<file path="config.mk">
export PLATFORM = sky130hd
export DESIGN_NAME = ravan_cipher_core
export DESIGN_NICKNAME = d
export VERILOG_FILES = /design/src/rtl/ravan_cipher_core.sv
export SDC_FILE = /design/constraint.sdc
export NUM_CORES = 2
export LEC_CHECK = 0
export CAP_MARGIN = 40
export CORE_AREA = 2 2 283 285
export DETAILED_ROUTE_END_ITERATION = 10
export DIE_AREA = 0 0 285 287
export PLACE_DENSITY = 0.81
export SLEW_MARGIN = 20
export SYNTH_ARGS = -nofsm -noshare
export SYNTH_HDL_FRONTEND = slang
export SYNTH_SLANG_ARGS = --single-unit
</file>
<file path="constraint.sdc">
create_clock -name clk -period 7 [get_ports clk]
set_clock_uncertainty 0.15 [all_clocks]
set_input_delay 0.7 -clock clk [delete_from_list [all_inputs] [get_ports clk]]
set_output_delay 0.7 -clock clk [all_outputs]
set_load 0.01 [all_outputs]
</file>
<file path="src/rtl/ravan_cipher_core.sv">
// RAVAN iterative block-cipher core: one encrypt or decrypt round per clock,
// key whitening on entry and exit, valid/ready handshakes on both sides.
module ravan_cipher_core #(
  parameter int unsigned DW     = 64,
  parameter int unsigned KW     = 512,
  parameter int unsigned ROUNDS = 21,
  parameter int unsigned ROT    = 13
) (
  input  logic          clk,
  input  logic          rst,
  input  logic          in_valid,
  output logic          in_ready,
  input  logic [DW-1:0] in_data,
  input  logic          in_mode,
  input  logic [KW-1:0] key,
  output logic          out_valid,
  input  logic          out_ready,
  output logic [DW-1:0] out_data,
  output logic          busy
);

  localparam int unsigned NK = KW / DW;
  localparam int unsigned IW = $clog2(NK);
  localparam int unsigned RW = $clog2(ROUNDS + 1);

  localparam logic [IW-1:0] IDX_LAST = IW'(NK - 1);
  localparam logic [IW-1:0] DEC_IA0  = IW'((ROUNDS - 1) % NK);
  localparam logic [IW-1:0] DEC_IB0  = IW'(ROUNDS % NK);
  localparam logic [RW-1:0] RND_LAST = RW'(ROUNDS - 1);

  typedef enum logic [1:0] {
    IDLE,
    RUN,
    DONE
  } state_t;

  state_t        state;
  logic [DW-1:0] t_q;
  logic [KW-1:0] key_q;
  logic          mode_q;
  logic [IW-1:0] ia_q;
  logic [IW-1:0] ib_q;
  logic [RW-1:0] rnd_q;

  logic [DW-1:0] ka;
  logic [DW-1:0] kb;
  logic [DW-1:0] enc_t;
  logic [DW-1:0] dec_t;
  logic [DW-1:0] t_next;
  logic [DW-1:0] w0_in;
  logic [DW-1:0] w1_in;
  logic [DW-1:0] w0_q;
  logic [DW-1:0] w1_q;
  logic [DW-1:0] start_t;
  logic [DW-1:0] final_t;
  logic          last_round;
  logic [IW-1:0] ia_inc;
  logic [IW-1:0] ib_inc;
  logic [IW-1:0] ia_dec;
  logic [IW-1:0] ib_dec;

  function automatic logic [DW-1:0] rotl(input logic [DW-1:0] x);
    return (x << ROT) | (x >> (DW - ROT));
  endfunction

  function automatic logic [DW-1:0] rotr(input logic [DW-1:0] x);
    return (x >> ROT) | (x << (DW - ROT));
  endfunction

  always_comb begin
    ka      = key_q[ia_q*DW +: DW];
    kb      = key_q[ib_q*DW +: DW];
    enc_t   = rotl((t_q ^ ka) + kb);
    dec_t   = (rotr(t_q) - kb) ^ ka;
    t_next  = mode_q ? dec_t : enc_t;

    w0_in   = key[0 +: DW] ^ key[(NK-1)*DW +: DW];
    w1_in   = ~key[DW +: DW];
    w0_q    = key_q[0 +: DW] ^ key_q[(NK-1)*DW +: DW];
    w1_q    = ~key_q[DW +: DW];
    start_t = in_data ^ (in_mode ? w1_in : w0_in);
    // The last round and the exit whitening land in the same cycle.
    final_t = t_next ^ (mode_q ? w0_q : w1_q);

    last_round = mode_q ? (rnd_q == '0) : (rnd_q == RND_LAST);

    ia_inc = (ia_q == IDX_LAST) ? '0 : ia_q + IW'(1);
    ib_inc = (ib_q == IDX_LAST) ? '0 : ib_q + IW'(1);
    ia_dec = (ia_q == '0) ? IDX_LAST : ia_q - IW'(1);
    ib_dec = (ib_q == '0) ? IDX_LAST : ib_q - IW'(1);
  end

  always_ff @(posedge clk) begin
    if (!rst) begin
      state     <= IDLE;
      in_ready  <= 1'b1;
      out_valid <= 1'b0;
      busy      <= 1'b0;
      out_data  <= '0;
      t_q       <= '0;
      key_q     <= '0;
      mode_q    <= 1'b0;
      ia_q      <= '0;
      ib_q      <= '0;
      rnd_q     <= '0;
    end else begin
      case (state)
        IDLE: begin
          if (in_valid && in_ready) begin
            t_q      <= start_t;
            key_q    <= key;
            mode_q   <= in_mode;
            if (in_mode) begin
              ia_q  <= DEC_IA0;
              ib_q  <= DEC_IB0;
              rnd_q <= RND_LAST;
            end else begin
              ia_q  <= '0;
              ib_q  <= IW'(1);
              rnd_q <= '0;
            end
            in_ready <= 1'b0;
            busy     <= 1'b1;
            state    <= RUN;
          end
        end
        RUN: begin
          t_q <= t_next;
          if (mode_q) begin
            ia_q  <= ia_dec;
            ib_q  <= ib_dec;
            rnd_q <= rnd_q - RW'(1);
          end else begin
            ia_q  <= ia_inc;
            ib_q  <= ib_inc;
            rnd_q <= rnd_q + RW'(1);
          end
          if (last_round) begin
            out_data  <= final_t;
            out_valid <= 1'b1;
            state     <= DONE;
          end
        end
        DONE: begin
          if (out_ready) begin
            out_valid <= 1'b0;
            busy      <= 1'b0;
            in_ready  <= 1'b1;
            state     <= IDLE;
          end
        end
        default: begin
          state <= IDLE;
        end
      endcase
    end
  end

endmodule

</file>
Word level (Yosys, flattened, before mapping)
Index checks and enable logic that the tools add are counted.
{ "classes": {"eq_ne": 8, "n_shift": 2, "div_mod_pow": 0, "multipliers": 0, "bitwise_logic": 10, "add_sub_neg": 8, "muxes": 34, "n_reduce_logical": 14, "n_lt_le_gt_ge": 0} }
{ "op_table": {"columns": ["cell", "count"], "rows": [
  ["$shiftx A512 B10 Y64", 2],
  ["$xor A64 B64 Y64", 6],
  ["$mux W64", 4],
  ["$not A64 Y64", 2],
  ["$pmux W64 S2", 1],
  ["$add A64 B64 Y64", 1],
  ["$or A51 B64 Y64", 1],
  ["$or A64 B13 Y64", 1],
  ["$sub A64 B64 Y64", 1],
  ["$mux W3", 10],
  ["$mux W5", 3],
  ["$pmux W3 S2", 2],
  ["$pmux W5 S2", 1],
  ["$reduce_and A3 Y1", 3],
  ["$add A3 B1 Y3 const B", 2],
  ["$eq A3 B3 Y1 const B", 2],
  ["$logic_not A3 Y1", 2],
  ["$mux W1", 6],
  ["$mux W2", 3],
  ["$ne A2 B2 Y1 const B", 3],
  ["$pmux W1 S2", 3],
  ["$pmux W2 S3", 1],
  ["$reduce_and A2 Y1", 3],
  ["$reduce_bool A2 Y1", 3],
  ["other kinds (9)", 10]
]} }
{ "word_totals": {"latch_bits": 0, "ramBits": 0, "word_cells": 87, "out_inout_bits": 67, "reg_bits": 657, "mem_count": 0, "rom_bits": 0} }

Depth between registers and ports, before layout
{ "depth": {"depth_word": 6, "ltp_mapped": 24, "depth_no_buf": 18} }

Worst setup path after synthesis
OpenSTA, ideal clock, no wires.
{ "synth_timing": {"kind": "register to register", "startpoint": "register ia_q[0]", "endpoint": "register t_q[11]", "setup_ns": 0.075, "stages_incl_launch_ff": 25, "slack_ns": 0.971, "t_arrival_ns": 5.805, "n_path_buf": 6, "required_time_ns": 6.775, "cell_sequence": "dfxtp_1 -> buf_4 -> buf_2 -> buf_2 -> buf_2 -> buf_2 -> buf_2 -> mux4_2 -> mux2i_1 -> xnor2_1 -> ha_1 -> inv_1 -> fa_1 -> nor2b_1 -> o211ai_1 -> a31oi_1 -> o221a_2 -> nor4_2 -> nor4_1 -> o31ai_2 -> o41ai_2 -> a221oi_2 -> xor2_1 -> mux2_2 -> o22ai_1"} }
{ "synth_between": {"elab_chain_len": 6, "elab_cells_between_ends": 7} }
{ "synth_lines": {"columns": ["item", "line_no", "rtl"], "rows": [
  ["from (decl)", "41", "logic [IW-1:0] ia_q;"],
  ["from (signal assigned)", "130", "ia_q <= ia_dec;"],
  ["from (signal assigned)", "134", "ia_q <= ia_inc;"],
  ["$shiftx A512 B10 Y64 (*)", "71", "ka = key_q[ia_q*DW +: DW];"],
  ["$xor A64 B64 Y64", "73", "enc_t = rotl((t_q ^ ka) + kb);"],
  ["$add A64 B64 Y64", "73", null],
  ["$or A64 B13 Y64", "63", "return (x << ROT) | (x >> (DW - ROT));"],
  ["$mux W64 (*)", "75", "t_next = mode_q ? dec_t : enc_t;"],
  ["$pmux W64 S2 (*)", "107", "case (state)"],
  ["to (signal assigned)", "110", "t_q <= start_t;"],
  ["to (signal assigned)", "128", "t_q <= t_next;"],
  ["to (decl)", "38", "logic [DW-1:0] t_q;"]
]} }
Every way passes the cells marked *; elsewhere a longest branch is shown, timed or not.
A chain may end at the register's enable or synchronous reset.

Worst setup path in the final report
{ "layout_timing": {"startpoint": "register ib_q[1]", "endpoint": "register out_data[61]"} }
{ "layout_between": {"elab_chain_len": 5, "elab_cells_between_ends": 7} }
{ "layout_lines": {"columns": ["item", "line_no", "rtl"], "rows": [
  ["from (decl)", "42", "logic [IW-1:0] ib_q;"],
  ["from (signal assigned)", "131", "ib_q <= ib_dec;"],
  ["from (signal assigned)", "135", "ib_q <= ib_inc;"],
  ["$shiftx A512 B10 Y64 (*)", "72", "kb = key_q[ib_q*DW +: DW];"],
  ["$add A64 B64 Y64 or $sub A64 B64 Y64 (tied branches)", "73, 74", null],
  ["$or A64 B13 Y64 or $xor A64 B64 Y64 (tied branches)", "63, 74", null],
  ["$mux W64 (*)", "75", null],
  ["$xor A64 B64 Y64 (*)", "83", "final_t = t_next ^ (mode_q ? w0_q : w1_q);"],
  ["to (signal assigned)", "139", "out_data <= final_t;"],
  ["to (decl)", "18", "output logic [DW-1:0] out_data,"]
]} }
Marks and branches as above.

==> impl_metrics.tcl <==
set metrics [dict create \
    drive_above_1_share 0.0864 \
    netlist_area_mm2 0.0439 \
    grt_pass1_vias 41100 \
    cp.required_ps 7350 \
    stdcell_count 6842 \
    rsz0062_at_grt "no" \
    worstHoldEndpoint "out_data[23]" \
    avgSynthCellArea_um2 8.26 \
    hpwl_um 158000 \
    end_kind "flip-flop" \
    placementRows 103 \
    clkTransAtPathRegs_ps 60 \
    postCtsHoldBufs 0 \
    wl_per_cell_um 29.1 \
    cts_tree "built" \
    slew_viol_final 0 \
    track_usage 0.470 \
    yosys_warnings 0 \
    cp_slowest_stage_delay_ps 800 \
    root_buffer "clkbuf_16" \
    crit_chain "buf_4 > buf_4 > mux4_2 > mux2i_1 > ha_1 > and3_1 > and2_1 > nand3_1 > nor4_1 > o211ai_1 > nand3_1 > xnor2_1 > mux2i_1 > xnor2_1 > o21ai_0" \
    synth_edf_count 0 \
    cp_top_family "simple AND/OR/NAND/NOR gates" \
    slowest_stage "nor4_1" \
    synth_ff_type "dfxtp_1" \
    period_share 0.920 \
    yosysUniqueCellTypes 89 \
    synth_cells 5311 \
    async_flop_share 0 \
    cts_setup_buffers 0 \
    fp.dieH_um 287 \
    design.core.area_mm2 0.0786 \
    cellPowerDensity_mw_per_mm2 278 \
    die_w_um 285 \
    firstDrtPassIters 9 \
    ios 648 \
    hold_start "out_data[23]" \
    portBuffers 647 \
    synthTopCellsByCount "nand2_1, a21oi_1, dfxtp_1" \
    slew_headroom 0.191 \
    die_area_mm2 0.0818 \
    overflow 0 \
    synthTopCellsByArea "dfxtp_1, mux4_2, nand2_1" \
    place.gp.congestion 1.09 \
    hold_slack_ps 300 \
    path_buf_inv 2 \
    drt_wl_total_um 199000 \
    ir_drop_mv 0.196 \
    ys_ff_latch 657 \
    drtIter0Drc 7514 \
    dpl.cell_count 6697 \
    r2r_end "out_data[61]" \
    reg2reg_slack_ps 560 \
    hold_depth 2 \
    ant_nets 0 \
    post-route-drc-count 0 \
    clock_sinks 657 \
    via_count 44900 \
    ctsResizeCount 0 \
    drv_cap 0 \
    tns_ps 0 \
    fin_crit_ps 6440 \
    r2r_start "ib_q[1]" \
    nets 6467 \
    status "finished clean" \
    final-setup-viol-count 0 \
    area_delta_synth_final_pct 21.9 \
    yosysTopAreaCellShare 0.300 \
    max_freq_mhz 155 \
    final_cell_area_mm2 0.0535 \
    grt_antenna_before_repair 28 \
    synth_most_common_cell "nand2_1" \
    synth_top_cell_by_area "dfxtp_1" \
    cp_max_fo 42 \
    cts_buffers 73 \
    arrival_ps 6790 \
    tightest_slew_ps 1210 \
    place_area_mm2 0.0509 \
    viasPerCell 6.57 \
    h-tree-depth 3 \
    hold_viol 0 \
    initial_core_util 0.558 \
    worstSkewPairLatency_ps 660 \
    ys_seq_area_frac 0.300 \
    crit_type "reg2reg" \
    min_path_type "reg2reg" \
    r2r_cells 15 \
    synth.net_count 6046 \
    clock_path_buffers 3 \
    p_leak_nw 20.4 \
    startpoint_type "flip-flop" \
    grt_max_degree 200 \
    grt_pass1_wl_um 281000 \
]
## logic make-up after synthesis
logic type	count (synthesis)	synth area share
and+or+nand+nor	1754	0.162
AOI/OAI and AO/OA	1326	0.177
DFF	657	0.300
xor gates and xnor gates	508	0.104
buffers and inverters	483	0.0437
muxes	429	0.169
adders and majority gates	154	0.0444
## where the power goes
part / leakage (nW) / switching [W] / internal (W)
registers: 5.37 / 0.000514 / 0.00402
logic: 13.9 / 0.00376 / 0.00252
clock network: 1.20 / 0.00175 / 0.00230
## metrics by stage
| stage | total power (W) | setup slack (ps) | utilization |
|---|---|---|---|
| after global placement | 0.0105 | 972 | 0.646 |
| final | 0.0149 | 560 | 0.680 |
| after global routing | 0.0153 | 482 | 0.680 |
| after floorplan | 0.00832 | 971 | - |
| after CTS | 0.0146 | 879 | 0.679 |
| after detailed placement | 0.0106 | 908 | 0.647 |
## layout make-up
type,instances,area (µm²)
multi-input cells,4171,28800
diodes,7,17.5
clock buffers,94,1990
repair buffers,721,7210
flip-flops and latches,657,13200
well taps,1050,1310
clock inverters,34,524
fillers,6390,25100
inverters,108,415
## layer usage
metal	vias up	share of wire	track usage
met3	519	0.17	0.196
met5	-	0.0021	0.0116
met1	21500	0.38	0.646
met2	3438	0.41	0.661
met4	38	0.041	0.162
li1	19500	-	-
## worst register-to-register path, stage by stage, from the launching register on
cell and delay, ps:
dfxtp_4 680, buf_4 620, buf_4 580, mux4_2 420, mux2i_1 740, ha_1 350, and3_1 230, and2_1 240
nand3_1 140, nor4_1 800, o211ai_1 510, nand3_1 290, xnor2_1 140, mux2i_1 120, xnor2_1 200, o21ai_0 90
## registers in the layout, summed over array words and instances, names as in the netlist
name       count
busy           1
ia_q           3
ib_q           3
in_ready       1
key_q        512
mode_q         1
out_data      64
out_valid      1
rnd_q          5
state          2
t_q           64
## cell usage in the layout, fill, tap and decap left out, types with 151 or more instances in the layout
cell type        instances
nand2_1               1295
a21oi_1                775
dfxtp_1                650
clkdlybuf4s50_1        645
xnor2_1                292
mux4_2                 237
nor2_1                 226
xor2_1                 209
o21ai_0                179
mux2i_1                171
ha_1                   151
## how the worst max path moves through the flow
stage               startpoint            to  slack, ps  cells past startpoint
floorplan              ia_q[0]       t_q[11]        970                     24
global placement       ib_q[0]  out_data[62]        970                     15
detailed placement     ib_q[0]  out_data[57]        910                     16
CTS                    ib_q[0]  out_data[57]        880                     16
global route           ia_q[1]   out_data[6]        480                     18
finish                 ib_q[1]  out_data[61]        560                     15
Power figures use the tool's default switching activity.
